===== src/rtl/if_fetch_ctrl.sv =====
// Purpose: IF stage control; owns the PC, issues Icache fetches, applies or buffers flow-control redirects.
// Latency: outputs are combinational from state and inputs; PC/state/pending-jump/buffered word update on each clk edge.
// Backpressure: fc_stall_if_i holds the PC and re-presents (or buffers) the current word; redirects are still captured while stalled.
//
// Ports:
//   clk, rst_n                          core clock, async active-low reset
//   fc_jump_flag_if_i/fc_jump_pc_if_i   one-cycle redirect pulse and its target
//   fc_stall_if_i                       IF stall from flow control
//   Icache_hit_i/Icache_inst_i          same-cycle hit and instruction word
//   bc_Icache_ready_i                   miss refill complete (Icache_inst_i valid)
//   if_req_Icache_o/if_pc_Icache_o      fetch request and address (= PC register)
//   if_inst_o/if_inst_pc_o/if_inst_valid_o  instruction, its PC and valid flag to if_id
module if_fetch_ctrl #(
    parameter logic [31:0] RESET_PC = 32'h0000_0000
) (
    input  logic        clk,
    input  logic        rst_n,
    input  logic        fc_jump_flag_if_i,
    input  logic [31:0] fc_jump_pc_if_i,
    input  logic        fc_stall_if_i,
    input  logic        Icache_hit_i,
    input  logic [31:0] Icache_inst_i,
    input  logic        bc_Icache_ready_i,
    output logic        if_req_Icache_o,
    output logic [31:0] if_pc_Icache_o,
    output logic [31:0] if_inst_o,
    output logic [31:0] if_inst_pc_o,
    output logic        if_inst_valid_o
);

    typedef enum logic [1:0] {
        BOOT = 2'd0,
        RUN  = 2'd1,
        MISS = 2'd2,
        HOLD = 2'd3
    } state_t;

    state_t      state_q, state_d;
    logic [31:0] pc_q, pc_d;
    logic        pend_q, pend_d;
    logic [31:0] pend_pc_q, pend_pc_d;
    logic [31:0] buf_inst_q, buf_inst_d;

    logic [31:0] pulse_tgt;
    logic [31:0] jump_tgt;
    logic        jump_any;
    logic [31:0] pc_inc;
    logic        apply_jump;
    logic        valid;
    logic [31:0] inst;

    always_comb begin
        // Targets are word aligned; a live pulse beats any older pending redirect.
        pulse_tgt  = fc_jump_pc_if_i & 32'hFFFF_FFFC;
        jump_tgt   = fc_jump_flag_if_i ? pulse_tgt : pend_pc_q;
        jump_any   = fc_jump_flag_if_i | pend_q;
        pc_inc     = pc_q + 32'd4;

        state_d    = state_q;
        pc_d       = pc_q;
        pend_d     = pend_q;
        pend_pc_d  = pend_pc_q;
        buf_inst_d = buf_inst_q;
        apply_jump = 1'b0;
        valid      = 1'b0;
        inst       = 32'h0;
        if_req_Icache_o = 1'b0;

        case (state_q)
            BOOT: begin
                // Any late refill pulse is ignored here.
                state_d = RUN;
            end
            RUN: begin
                if_req_Icache_o = 1'b1;
                if (Icache_hit_i) begin
                    if (fc_stall_if_i) begin
                        valid = 1'b1;
                        inst  = Icache_inst_i;
                    end else if (jump_any) begin
                        apply_jump = 1'b1;
                    end else begin
                        valid = 1'b1;
                        inst  = Icache_inst_i;
                        pc_d  = pc_inc;
                    end
                end else begin
                    state_d = MISS;
                end
            end
            MISS: begin
                if (bc_Icache_ready_i) begin
                    if (jump_any) begin
                        // Refilled word is on the wrong path; drop it.
                        apply_jump = 1'b1;
                    end else begin
                        valid = 1'b1;
                        inst  = Icache_inst_i;
                        if (fc_stall_if_i) begin
                            buf_inst_d = Icache_inst_i;
                            state_d    = HOLD;
                        end else begin
                            pc_d    = pc_inc;
                            state_d = RUN;
                        end
                    end
                end
            end
            HOLD: begin
                if (jump_any) begin
                    if (!fc_stall_if_i) begin
                        apply_jump = 1'b1;
                    end
                end else begin
                    valid = 1'b1;
                    inst  = buf_inst_q;
                    if (!fc_stall_if_i) begin
                        pc_d    = pc_inc;
                        state_d = RUN;
                    end
                end
            end
            default: begin
                state_d = BOOT;
            end
        endcase

        // Redirect applied this cycle clears the pending slot; otherwise a
        // live pulse is remembered (newest wins) until it can be applied.
        if (apply_jump) begin
            pc_d    = jump_tgt;
            pend_d  = 1'b0;
            state_d = RUN;
        end else if (fc_jump_flag_if_i) begin
            pend_d    = 1'b1;
            pend_pc_d = pulse_tgt;
        end
    end

    always_ff @(posedge clk or negedge rst_n) begin
        if (!rst_n) begin
            state_q    <= BOOT;
            pc_q       <= RESET_PC;
            pend_q     <= 1'b0;
            pend_pc_q  <= 32'h0;
            buf_inst_q <= 32'h0;
        end else begin
            state_q    <= state_d;
            pc_q       <= pc_d;
            pend_q     <= pend_d;
            pend_pc_q  <= pend_pc_d;
            buf_inst_q <= buf_inst_d;
        end
    end

    assign if_pc_Icache_o  = pc_q;
    assign if_inst_valid_o = valid;
    assign if_inst_o       = inst;
    assign if_inst_pc_o    = valid ? pc_q : 32'h0;

endmodule


===== config.mk =====
export PLATFORM = sky130hd
export DESIGN_NAME = if_fetch_ctrl
export DESIGN_NICKNAME = d
export VERILOG_FILES = /design/src/rtl/if_fetch_ctrl.sv
export SDC_FILE = /design/constraint.sdc
export NUM_CORES = 1
export LEC_CHECK = 0
export BUFFER_PORTS_ARGS = -buffer_cell sky130_fd_sc_hd__buf_2
export CAP_MARGIN = 25
export CORE_UTILIZATION = 44
export DETAILED_ROUTE_END_ITERATION = 6
export HOLD_SLACK_MARGIN = 0.1
export PLACE_DENSITY = 0.8
export SLEW_MARGIN = 20
export SYNTH_ARGS = -nofsm -noshare
export SYNTH_HDL_FRONTEND = slang
export SYNTH_SLANG_ARGS = --single-unit

===== constraint.sdc =====
create_clock -name clk -period 3.4 [get_ports clk]
set_input_delay 0.85 -clock clk [delete_from_list [all_inputs] [get_ports clk]]
set_output_delay 0.85 -clock clk [all_outputs]
set_load 0.005 [all_outputs]

==> metrics.md <==
| Metric | Value |
|---|---|
| Reg power frac | `0.387` |
| Final hold violation count | `0` |
| Post-cts gate resize count | `0` |
| Die span in x | `117 um` |
| Leak Pwr | `0.00344 uW` |
| Initial antenna violation count | `0` |
| Detail Route Antenna Nets | `0` |
| Sequential area share after synthesis | `0.425` |
| DR WL/cell | `17.6 um` |
| Slowest cell on crit path | `dfrtp_1` |
| Port bufs | `165` |
| Syn nets | `650` |
| Synth top area cells | `dfrtp_1, mux2_2, a22oi_1` |
| Asr flop ratio synth | `1.00` |
| Worst-margin pin slew | `0.767 ns` |
| Sw frac | `0.401` |
| Grt ovf | `0` |
| Row count | `41` |
| Post-synth EDFFs | `0` |
| CTS buffer count | `9` |
| Clk_skew | `0.00537 ns` |
| CTS tree | `built` |
| Layout cell share with drive strength beyond 1 | `0.402` |
| # DRC | `0` |
| H-Tree Depth | `3` |
| Crit path time final | `3.23 ns` |
| CTS Root Buffer Type | `clkbuf_16` |
| Synth Flop Type | `dfrtp_1` |
| Antenna diodes | `0` |
| Register Area | `0.00248 mm2` |
| Vias | `5,289` |
| First-pass GRT wire length | `25,100 um` |
| Top-area cell type share of the netlist area | `0.425` |
| Hpwl dp | `11,100 um` |
| Vias in the first global route | `4,943` |
| CP Capture Type | `primary output` |
| Final wirelength | `15,900 um` |
| Largest net degree at the start of global routing | `55` |
| Crit path max fanout | `32` |
| Final setup viols | `0` |
| Critical Path AT | `2.38 ns` |
| Placer congestion estimate | `0.861` |
| Final period utilization | `0.951` |
| Via density | `5.85` |
| Latest clock arrival within the worst-skew pair | `0.35 ns` |
| Die H | `117 um` |
| Synth Area per Inst | `10.2 um2` |
| Number of fill cells in the layout | `1,109` |
| Multi-input logic area | `0.00310 mm2` |
| Synth warn | `0` |
| Final setup TNS | `0 ns` |
| I/O pin total | `168` |
| CTS Hold Bufs | `0` |
| Initial core utilization | `0.456` |
| Comb power frac | `0.425` |
| IR drop worst, VDD | `0.313 mV` |
| Max Fclk | `309 MHz` |
| Worst EP required | `2.55 ns` |
| Clock transition at path regs | `0.07 ns` |
| Clock power frac | `0.188` |
| Cell area after synthesis | `0.00582 mm2` |
| Initial drt markers | `517` |
| CP cell instances | `inv_1, ha_1, a31oi_1, a21oi_2, buf_4, a22oi_1, nor2_1, buf_2` |
| Slew headroom | `0.487` |
| Hold WC Path Type | `flip-flop to flip-flop` |
| CTS sink cnt | `99` |
| Layout area overhead | `22.6%` |
| Most common cell after layout, fill and taps aside | `buf_2` |
| Net total in the final layout | `804` |
| Core Box Area | `0.0128 mm2` |
| CP Launch Type | `flip-flop` |
| P per Cell Area | `726 mW/mm2` |
| Most frequent cells in the layout | `buf_2, dfrtp_1, mux2_2` |
| #FFs+latches synth | `99` |
| Setup Crit Path Kind | `flip-flop to primary output` |
| Cell variety after synth | `57` |
| Final Power | `5180 uW` |
| Max Cap Viol | `0` |
| GRT Total Usage | `0.237` |
| Die area | `0.0137 mm2` |
| # Post-CTS Setup Buffers | `0` |
| Internal Power | `3110 uW` |
| Pre-antenna DRT Iters | `5` |
| RSZ-0062 raised after global routing | `false` |
| Worst path max stage delay | `0.42 ns` |
| Post-synthesis cell count | `573` |
| Pins Over Slew Limit | `0` |
| Clk buf depth | `2` |
| Cell accounting for the most synthesized area | `dfrtp_1` |
| Status | `finished, final reports clean` |
| Switching power | `2080 uW` |
==> metal layers <==
metal  wire, um  global-route usage  up-vias
met3        889              0.0288       32
met5          0                   0        -
met4        437               0.113        0
met2       7810               0.379      192
li1           -                   -     2442
met1       6800               0.322     2623
==> cells in the mapped netlist, drive strengths merged (3+ instances only) <==
master / n
dfrtp: 99
mux2: 79
a22oi: 50
nor2: 50
and2: 39
clkbuf: 29
nand2: 24
nand3: 20
buf: 16
a2bb2oi: 13
o21ai: 12
a21oi: 11
nor3: 11
mux2i: 10
nand4: 10
o22ai: 10
a31oi: 9
inv: 8
o22a: 8
and3: 7
ha: 7
o31ai: 5
a22o: 4
nor4: 4
a211o: 3
nand2b: 3
nor2b: 3
o2bb2ai: 3
or2: 3
==> layout make-up <==
cell class                      instances  share of cell area
Tap cell                              172              0.0301
Sequential cell                        99               0.347
Multi-Input combinational cell        421               0.434
Timing Repair Buffer                  188               0.145
Clock inverter                          5             0.00386
Inverter                                8             0.00421
Clock buffer                           11              0.0354
==> logic make-up (layout without fill, tap and decap cells) <==
group	Yosys count	in the layout	share of synthesized area
fa+ha+maj	7	7	0.0150
mux	89	89	0.170
compound gates	142	142	0.183
buf+inv	53	212	0.0434
flops	99	99	0.425
simple gates	183	183	0.163
==> path summary, 6_finish.rpt <==
kind / slack, ns / to / startpoint / cells after the start
worst max-delay path: 0.17 / if_inst_o[28] / state_q[1] / 8
worst min-delay path: 0.49 / pend_pc_q[0] / pend_pc_q[0] / 1
worst max register to register: 0.62 / pend_pc_q[13] / state_q[0] / 7
worst min register to register: 0.49 / pend_pc_q[0] / pend_pc_q[0] / 1
max in group asynchronous: 2.18 / buf_inst_q[14] / rst_n / 2
min in group asynchronous: 0.52 / pend_pc_q[15] / rst_n / 1
==> power by group through the flow <==
stage	Sequential (uW)	Combinational, uW	Clock [uW]
CTS	2000	2180	995
global route	2070	2400	1040
floorplan	1900	1490	0
detailed placement	2010	2170	0
finish	2010	2200	975
global placement	1990	2130	0
==> registers in the layout (all words and copies together), names as in the netlist <==
| register | flops |
|---|---|
| pend_q | 1 |
| pend_pc_q | 32 |
| state_q | 2 |
| buf_inst_q | 32 |
| if_pc_Icache_o | 32 |
==> critical path: cells and delay by family, from the launching register on <==
kind	cells	cell delay [ns]
buffers and inverters	3	0.63
AOI/OAI and AO/OA	3	0.45
DFF	1	0.42
adders and majority gates	1	0.38
and+or+nand+nor	1	0.14
==> stage by stage <==
stage	setup slack (ns)	instance area (um2)	std cells	util	hold WS, ns
after global routing	0.0246	7140	904	0.559	0.512
after detailed placement	0.252	6860	888	0.537	0.475
final	0.167	7140	904	0.559	0.489
after CTS	0.179	7140	904	0.559	0.492
after global placement	0.336	6860	888	0.537	0.471
after floorplan	0.539	5820	573	-	0.455
No activity file was read; power rests on OpenSTA's default activity.
